--- src/rtl/inst_fetch_resp.sv ---
// inst_fetch_resp
//   Instruction fetch request/response engine with a small circular
//   instruction buffer. It issues at most one outstanding memory read,
//   pushes returned words into the buffer and strobes the fetch unit's
//   PC on every accepted word. A redirect flushes the buffer and
//   squashes any read that is still in flight.
//
// Ports
//   clk        in   1   rising-edge clock
//   reset      in   1   asynchronous active-high reset
//   pc         in  32   current fetch address
//   pc_enable  out  1   PC advance strobe (combinational)
//   redirect   in   1   control-flow redirect, flushes everything
//   mem_req    out  1   memory read request, held until mem_ack
//   mem_addr   out 32   word-aligned read address
//   mem_ack    in   1   mem_rdata valid this cycle
//   mem_rdata  in  32   returned instruction word
//   inst_valid out  1   buffer head holds an instruction
//   inst_ready in   1   decode takes the head this cycle
//   inst       out 32   head instruction
//   inst_pc    out 32   head instruction address
//   imm16      out 16   inst[15:0]
//   jmp_imm26  out 26   inst[25:0]
module inst_fetch_resp #(
  parameter int DEPTH = 2
) (
  input  logic        clk,
  input  logic        reset,
  input  logic [31:0] pc,
  output logic        pc_enable,
  input  logic        redirect,
  output logic        mem_req,
  output logic [31:0] mem_addr,
  input  logic        mem_ack,
  input  logic [31:0] mem_rdata,
  output logic        inst_valid,
  input  logic        inst_ready,
  output logic [31:0] inst,
  output logic [31:0] inst_pc,
  output logic [15:0] imm16,
  output logic [25:0] jmp_imm26
);

  // DEPTH is 2 or 4, so a pointer of PW bits wraps modulo DEPTH for free.
  localparam int PW = (DEPTH > 2) ? 2 : 1;
  localparam int CW = PW + 1;
  localparam logic [CW-1:0] DEPTH_C = CW'(DEPTH);
  localparam logic [CW-1:0] CNT_ONE = CW'(1);
  localparam logic [PW-1:0] PTR_ONE = PW'(1);

  typedef enum logic [1:0] {
    IDLE = 2'd0,
    BUSY = 2'd1,
    DROP = 2'd2
  } state_e;

  state_e        state_q, state_d;
  logic          mem_req_q, mem_req_d;
  logic [31:0]   mem_addr_q, mem_addr_d;
  logic [PW-1:0] head_q, head_d;
  logic [PW-1:0] tail_q, tail_d;
  logic [CW-1:0] count_q, count_d;
  logic [31:0]   buf_inst_q [DEPTH];
  logic [31:0]   buf_pc_q   [DEPTH];

  logic push_s;
  logic pop_s;

  // A returned word is kept only when it answers a live (non-squashed) request.
  assign push_s     = (state_q == BUSY) && mem_ack && !redirect;
  assign pop_s      = inst_valid && inst_ready && !redirect;
  assign pc_enable  = redirect || push_s;

  assign mem_req    = mem_req_q;
  assign mem_addr   = mem_addr_q;
  assign inst_valid = (count_q != {CW{1'b0}});
  assign inst       = buf_inst_q[head_q];
  assign inst_pc    = buf_pc_q[head_q];
  assign imm16      = inst[15:0];
  assign jmp_imm26  = inst[25:0];

  // Request FSM: issue, wait for ack, or drain a squashed request.
  always_comb begin
    state_d    = state_q;
    mem_req_d  = mem_req_q;
    mem_addr_d = mem_addr_q;
    case (state_q)
      IDLE: begin
        if (!redirect && (count_q < DEPTH_C)) begin
          state_d    = BUSY;
          mem_req_d  = 1'b1;
          mem_addr_d = pc & 32'hFFFF_FFFC;
        end else begin
          state_d = IDLE;
        end
      end
      BUSY: begin
        if (mem_ack) begin
          // Data is either pushed or, under redirect, discarded.
          state_d   = IDLE;
          mem_req_d = 1'b0;
        end else if (redirect) begin
          // The request cannot be withdrawn; wait out its ack in DROP.
          state_d = DROP;
        end else begin
          state_d = BUSY;
        end
      end
      DROP: begin
        if (mem_ack) begin
          state_d   = IDLE;
          mem_req_d = 1'b0;
        end else begin
          state_d = DROP;
        end
      end
      default: begin
        state_d   = IDLE;
        mem_req_d = 1'b0;
      end
    endcase
  end

  // Buffer pointer and occupancy update; redirect wins over push/pop.
  always_comb begin
    head_d  = head_q;
    tail_d  = tail_q;
    count_d = count_q;
    if (redirect) begin
      head_d  = {PW{1'b0}};
      tail_d  = {PW{1'b0}};
      count_d = {CW{1'b0}};
    end else begin
      if (pop_s) begin
        head_d = head_q + PTR_ONE;
      end else begin
        head_d = head_q;
      end
      if (push_s) begin
        tail_d = tail_q + PTR_ONE;
      end else begin
        tail_d = tail_q;
      end
      case ({push_s, pop_s})
        2'b10:   count_d = count_q + CNT_ONE;
        2'b01:   count_d = count_q - CNT_ONE;
        default: count_d = count_q;
      endcase
    end
  end

  // Control state registers.
  always_ff @(posedge clk or posedge reset) begin
    if (reset) begin
      state_q    <= IDLE;
      mem_req_q  <= 1'b0;
      mem_addr_q <= 32'd0;
      head_q     <= {PW{1'b0}};
      tail_q     <= {PW{1'b0}};
      count_q    <= {CW{1'b0}};
    end else begin
      state_q    <= state_d;
      mem_req_q  <= mem_req_d;
      mem_addr_q <= mem_addr_d;
      head_q     <= head_d;
      tail_q     <= tail_d;
      count_q    <= count_d;
    end
  end

  // Buffer storage: word and its fetch address written at the tail.
  always_ff @(posedge clk or posedge reset) begin
    if (reset) begin
      for (int i = 0; i < DEPTH; i++) begin
        buf_inst_q[i] <= 32'd0;
        buf_pc_q[i]   <= 32'd0;
      end
    end else if (push_s) begin
      buf_inst_q[tail_q] <= mem_rdata;
      buf_pc_q[tail_q]   <= mem_addr_q;
    end
  end

endmodule
--- config.mk ---
export PLATFORM = sky130hd
export DESIGN_NAME = inst_fetch_resp
export DESIGN_NICKNAME = d
export VERILOG_FILES = /design/src/rtl/inst_fetch_resp.sv
export SDC_FILE = /design/constraint.sdc
export NUM_CORES = 1
export LEC_CHECK = 0
export BUFFER_PORTS_ARGS = -buffer_cell sky130_fd_sc_hd__buf_2
export CAP_MARGIN = 20
export CELL_PAD_IN_SITES_DETAIL_PLACEMENT = 0
export CELL_PAD_IN_SITES_GLOBAL_PLACEMENT = 1
export CORE_UTILIZATION = 42
export CTS_CLUSTER_DIAMETER = 200
export DETAILED_ROUTE_END_ITERATION = 8
export GPL_ROUTABILITY_DRIVEN = 0
export PLACE_DENSITY_LB_ADDON = 0.1
export SLEW_MARGIN = 20
export SYNTH_ARGS = -nofsm -noshare
export SYNTH_HDL_FRONTEND = slang
export SYNTH_SLANG_ARGS = --single-unit
--- constraint.sdc ---
create_clock -name clk -period 5.88 [get_ports clk]
set_input_delay 0.294 -clock clk [delete_from_list [all_inputs] [get_ports clk]]
set_output_delay 0.294 -clock clk [all_outputs]
set_load 0.1 [all_outputs]
Word-level counts from Yosys, hierarchy flattened
Cells that the tools add are included.
{ "totals": {"reg_bits": 165, "inputBits": 69, "out_inout_bits": 141} }
{ "classes": {"addsub": 4, "order_cmp": 4, "eq_ne": 6, "n_mux": 24, "n_bitwise": 2, "n_reduce_logical": 16} }
{ "op_table": {"columns": ["cell", "count"], "rows": [
  ["$mux 32", 7],
  ["$bwmux 64", 2],
  ["$demux 32 s1", 1],
  ["$mux 2", 4],
  ["$mux 1", 7],
  ["$logic_and 1x1->1", 6],
  ["$pmux 2 s3", 1],
  ["$reduce_bool 2->1", 3],
  ["$eq 2x1->1 const B", 2],
  ["$eq 2x2->1 const B", 2],
  ["$ge 2x2->1 const B", 2],
  ["$not 1->2", 2],
  ["$pmux 2 s2", 1],
  ["$reduce_and 2->1", 2],
  ["$reduce_bool 3->1", 1],
  ["$add 1x1->1 const B", 2],
  ["$add 2x1->2 const B", 1],
  ["$logic_not 2->1", 1],
  ["$lt 2x1->1 const B", 1],
  ["$lt 2x2->1 const B", 1],
  ["$ne 2x1->1 const B", 1],
  ["$ne 2x2->1 const B", 1],
  ["$pmux 1 s2", 1],
  ["$reduce_or 2->1", 1],
  ["other kinds (3)", 3]
]} }

Depth between registers and ports, before layout
Gate-level depths: netlist (run 1).
{ "logic_depth": {"ltp_word": 6, "mapped_depth": 6, "depth_no_buf": 5} }

Worst setup path after synthesis (run 1)
Ideal clock, no wire load.
{ "synth_path": {"path_type": "register to output", "from": "register head_q", "to": "output inst[0]", "arrival_ns": 1.881, "required_ns": 5.586, "path_slack_ns": 3.705, "stages_incl_launch_ff": 5, "n_path_buf": 3, "path_cell_list": "dfrtp_1 -> clkbuf_1 -> buf_1 -> mux2_2 -> buf_4"} }
{ "synth_between": {"elab_chain_len": 4} }
{ "synth_rtl": {"columns": ["item", "line", "source"], "rows": [
  ["start, declared", "60", "logic [PW-1:0] head_q, head_d;"],
  ["start signal, assigned", "158", "head_q <= {PW{1'b0}};"],
  ["$not 1->2 (implied by the code)", "77", "assign inst = buf_inst_q[head_q];"],
  ["$mux 32 (implied by the code) (3 in series)", "77", null],
  ["end, declared", "38", "output logic [31:0] inst,"]
]} }
Every way passes these cells. The select of a mux whose other input is x is not followed.

Worst setup path in the final report (run 1)
{ "layout_path": {"from": "register head_q", "to": "output inst_pc[24]"} }
{ "layout_between": {"elab_chain_len": 4} }
{ "layout_rtl": {"columns": ["item", "line", "source"], "rows": [
  ["$not 1->2 (implied by the code)", "78", "assign inst_pc = buf_pc_q[head_q];"],
  ["$mux 32 (implied by the code) (3 in series)", "78", null],
  ["end, declared", "39", "output logic [31:0] inst_pc,"]
]} }
Every way passes these cells. The select of a mux whose other input is x is not followed.

==> impl_metrics.json, run 1 <==
{
  "pre_cts_slack_ns": 3.38,
  "hold_path.class": "in -> async",
  "initial_core_util_pct": 43.2,
  "maxSlewHeadroom_pct": 37.8,
  "grt_usage_pct": 17.0,
  "io_buffers": 203,
  "worstSetupPathType": "reg -> out",
  "critPathMaxFanout": 33,
  "h-tree-depth": 4,
  "layout_common_cells": "211 x mux2_2, 203 x buf_2, 160 x dfrtp_1",
  "synth_cell_types": 29,
  "grt_max_degree": 92,
  "timing.final.hold_violations": 0,
  "routed_wirelength_um": 14100,
  "yosysSeqAreaShare_pct": 55.9,
  "ctsLongestPathBuffers": 2,
  "synth_area_um2": 7210,
  "clock_latency_ns": 0.41,
  "dr.first_iter.drc_count": 93,
  "path_buf_inv": 2,
  "drive_above_1_share_pct": 69.2,
  "numCtsBuffers": 17,
  "arrival_ns": 2.56,
  "antenna_left": 0,
  "postCtsSetupBuffers": 0,
  "cp-end-kind": "output port",
  "design.core.area_um2": 16700,
  "diodes": 0,
  "setup_viol": 0,
  "hold-worst-slack_ns": 0.0428,
  "cts_hold_buffers": 0,
  "die_w_um": 133,
  "multi_input_area_um2": 2700,
  "timing.final.crit_share_pct": 48.6,
  "wl_per_cell_um": 16.2,
  "antenna_found_initial": 0,
  "min_period_ns": 2.86,
  "final_common_cell": "mux2_2",
  "synth_largest_area_cell": "dfrtp_1",
  "ys_ff_latch": 161,
  "drtPass1Iterations": 4,
  "ioPinCount": 210,
  "tightest_slew_ns": 0.933,
  "finalWorstSetupSlack_ns": 3.02,
  "rows": 47,
  "fill_cells": 1513,
  "synth_area_leaders": "dfrtp_1 56%, mux2_2 33%, buf_4 5.0%",
  "synth_top_area_share_pct": 55.9,
  "rsz0062_at_grt": "false",
  "max_stage_delay_ns": 0.89,
  "crit_slowest_cell": "dfrtp_2",
  "syn_avg_cell_area_um2": 15.0,
  "cts_tree": "yes",
  "skew_ns": 0.00782,
  "cpLargestDelayFamily": "flip-flops",
  "overflow": 0,
  "synthCells": 482,
  "status": "completed",
  "cts_root_buffer": "clkbuf_16",
  "final_max_slew_viol_count": 0,
  "clock.fmax_mhz": 350,
  "syn2layout_area_growth_pct": 20.1,
  "yosysWarnings": 0,
  "cp-start-kind": "flop",
  "vias_per_cell": 4.88,
  "crit_required_ns": 5.59,
  "nNetsFinal": 716,
  "fp.dieH_um": 133,
  "setup_tns_ns": 0,
  "grt_pass1_wl_um": 23100,
  "first_global_vias": 4519,
  "area.sequential_um2": 4030,
  "cts.sinks": 161,
  "cts.repair.resized": 0,
  "drc": 0,
  "path_cells": "buf_4 -> mux2_2 -> buf_2",
  "num_vias": 4259,
  "maxCapViolations": 0,
  "clk_pin_slew_ns": 0.06,
  "dieArea_um2": 17700,
  "dp_hpwl_um": 9310
}
-- kinds of logic after synthesis --
kind of cell	synth area share (%)
AND/OR/NAND/NOR	1.46
flip-flops	55.9
XOR/XNOR	0.243
adder cells (fa/ha/maj)	0.694
buffers and inverters	6.99
multiplexers	34.0
other	0.0520
AO/OA/AOI/OAI	0.677
-- worst reg2reg max path, cell delays in order (launching register included) --
cell and delay, ns:
dfrtp_1 0.40, inv_1 0.08, ha_1 0.28, nand2_1 0.21, nor3_4 0.14, buf_4 0.69
mux2_2 0.52
-- synthesized netlist by cell type --
cell type	count
mux2_2	211
dfrtp_1	161
buf_4	48
buf_2	13
inv_1	5
mux2_1	5
buf_6	4
ha_1	4
buf_1	3
nor3_1	3
a21oi_1	2
mux2i_1	2
nand2_1	2
nor2_1	2
or2_2	2
xor2_1	2
a22oi_1	1
a31oi_1	1
and2b_1	1
and3b_1	1
clkbuf_1	1
conb_1	1
nand4b_2	1
nor3_4	1
nor3b_1	1
o21ai_0	1
o221a_2	1
o22a_1	1
or2b_1	1
-- registers in the layout, indices dropped and copies added (netlist names) --
signal      cells
count_q         2
mem_req         1
buf_pc_q       60
tail_q          1
state_q         2
buf_inst_q     64
head_q          1
mem_addr       30
-- per-stage QoR --
stage	instance area, µm²	instances	util, %
global placement	8090	844	48.4
CTS	8660	873	51.9
finish	8660	873	51.9
floorplan	7220	485	-
global route	8660	873	51.9
detailed placement	8090	844	48.4
-- per-layer routing --
| metal | global-route usage [%] | up-vias | share of wire [%] |
|---|---|---|---|
| met5 | 0 | - | 0 |
| met4 | 6.32 | 0 | 1.4 |
| met3 | 4.98 | 13 | 6.0 |
| met2 | 28.0 | 142 | 49 |
| met1 | 21.0 | 2130 | 43 |
| li1 | - | 1974 | - |
-- cell type report --
type                            instances  share of cell area (%)
Sequential cell                       161                    46.5
Multi-Input combinational cell        250                    31.2
Timing Repair Buffer                  208                    12.2
Clock buffer                           23                    5.40
Tap cell                              220                    3.18
Clock inverter                          6                    1.24
Inverter                                5                   0.274
-- final timing paths --
path                                 from        endpoint  slack [ns]  cells after the start
max reg2reg                    state_q[1]  buf_inst_q[40]        3.45                      6
min reg2reg                buf_inst_q[50]  buf_inst_q[50]        0.49                      1
max in group asynchronous           reset  buf_inst_q[25]        4.39                      3
min in group clk                   pc[26]    mem_addr[26]        0.11                      2
min                                 reset  buf_inst_q[60]        0.04                      2
max                                head_q     inst_pc[24]        3.02                      3
Power of run 1 is left out: the tool's default activity adds up to more than one toggle a clock period on the data nets, which glitch-free logic cannot reach.
==> inputs of run 2 (changes only) <==
Settings changed: CORE_UTILIZATION 42 to 38.
Clock period 5.88 ns to 2.55 ns, I/O delays scaled along.
==> impl_metrics.json, run 2 (synthesis results as in run 1) <==
{
  "rows": 50,
  "dp_hpwl_um": 9650,
  "worstHoldPathCells": 2,
  "cp-end-kind": "output port",
  "worstSetupPathType": "reg -> out",
  "layout_common_cells": "211 x mux2_2, 203 x buf_2, 160 x dfrtp_1",
  "initial_core_util_pct": 38.7,
  "setup_tns_ns": 0,
  "setup_viol": 0,
  "ctsLongestPathBuffers": 2,
  "clock.fmax_mhz": 460,
  "top_register": "buf_inst_q",
  "grt_pass1_wl_um": 24600,
  "r2r_cells": 5,
  "cp-start-kind": "flop",
  "dieArea_um2": 19500,
  "h-tree-depth": 4,
  "first_global_vias": 4790,
  "maxCapViolations": 0,
  "cts_hold_buffers": 64,
  "clk_pin_slew_ns": 0.06,
  "tightest_slew_ns": 0.509,
  "status": "completed",
  "largest_reg_flops": 64,
  "diodes": 0,
  "dr.first_iter.drc_count": 143,
  "postCtsSetupBuffers": 0,
  "antenna_found_initial": 0,
  "cpLargestDelayFamily": "buffers and inverters",
  "die_w_um": 140,
  "cts_root_buffer": "clkbuf_16",
  "cp_num_cells": 5,
  "routed_wirelength_um": 14800,
  "rsz0062_at_grt": "false",
  "crit_slowest_cell": "buf_2",
  "cts.sinks": 161,
  "min_period_ns": 2.17,
  "max_stage_delay_ns": 0.43,
  "ioPinCount": 210,
  "cts_tree": "yes",
  "grt_usage_pct": 16.2,
  "num_vias": 4514,
  "vias_per_cell": 4.71,
  "grt_max_degree": 92,
  "final_common_cell": "mux2_2",
  "syn2layout_area_growth_pct": 31.1,
  "antenna_left": 0,
  "nNetsFinal": 785,
  "crit_required_ns": 2.42,
  "numCtsBuffers": 17,
  "maxSlewHeadroom_pct": 66.0,
  "cts.repair.resized": 0,
  "final_max_slew_viol_count": 0,
  "overflow": 0,
  "path_buf_inv": 2,
  "drtPass1Iterations": 4,
  "critPathMaxFanout": 5,
  "timing.final.hold_violations": 0,
  "design.core.area_um2": 18600,
  "drc": 0,
  "drive_above_1_share_pct": 63.9,
  "io_buffers": 203,
  "fill_cells": 1653,
  "fp.dieH_um": 140,
  "wl_per_cell_um": 15.4,
  "arrival_ns": 2.05,
  "clock_latency_ns": 0.42,
  "hold_path.class": "in -> reg",
  "path_cells": "inv_1 -> ha_1 -> nand2_1 -> or2b_1 -> buf_2",
  "timing.final.crit_share_pct": 85.3,
  "skew_ns": 0.00898
}
[run 2: cell count changes in the layout (fill, tap and decap cells not counted), sizes merged, moves of 2 or more]
| cell | delta |
|---|---|
| clkbuf | -2 |
| dlygate4sd3 | +64 |
| buf | +5 |
| clkinvlp | +4 |
[run 2: metrics by stage]
step | util, % | setup slack (ns) | area, µm² | cells | hold WS [ns]
after floorplan | - | 0.380 | 7230 | 485 | 0.201
after global placement | 44.1 | 0.562 | 8210 | 863 | 0.290
after detailed placement | 44.1 | 0.497 | 8210 | 863 | 0.300
after CTS | 50.7 | 0.338 | 9450 | 959 | 0.0421
after global routing | 50.7 | 0.245 | 9450 | 959 | 0.0657
final | 50.7 | 0.375 | 9450 | 959 | 0.0614
[run 2: area by class of cell]
cell class                 instances  area (µm²)  share of cell area (%)
timing repair buffer             277        1810                    19.1
sequential                       161        4030                    42.6
clock buffer                      21         470                    4.98
inverter                           5        22.5                   0.238
clock inverter                    11         129                    1.36
multi-input combinational        250        2700                    28.6
tap                              234         293                    3.10
[run 2: path summary, 6_finish.rpt]
kind,startpoint,endpoint,slack [ns]
worst min-delay path,redirect,tail_q,0.06
worst max-delay path,state_q[1],pc_enable,0.38
worst min register to register,buf_inst_q[51],buf_inst_q[51],0.49
max in group asynchronous,reset,head_q,1.72
min in group asynchronous,reset,buf_inst_q[37],0.38
worst max register to register,state_q[1],buf_inst_q[15],0.54
[run 2: per-layer routing]
| metal | wire length [µm] | track usage [%] |
|---|---|---|
| met3 | 722 | 4.30 |
| met4 | 201 | 6.25 |
| met1 | 6540 | 19.9 |
| met5 | 0 | 0 |
| met2 | 7330 | 27.0 |
Power of run 2 is left out for the same reason.
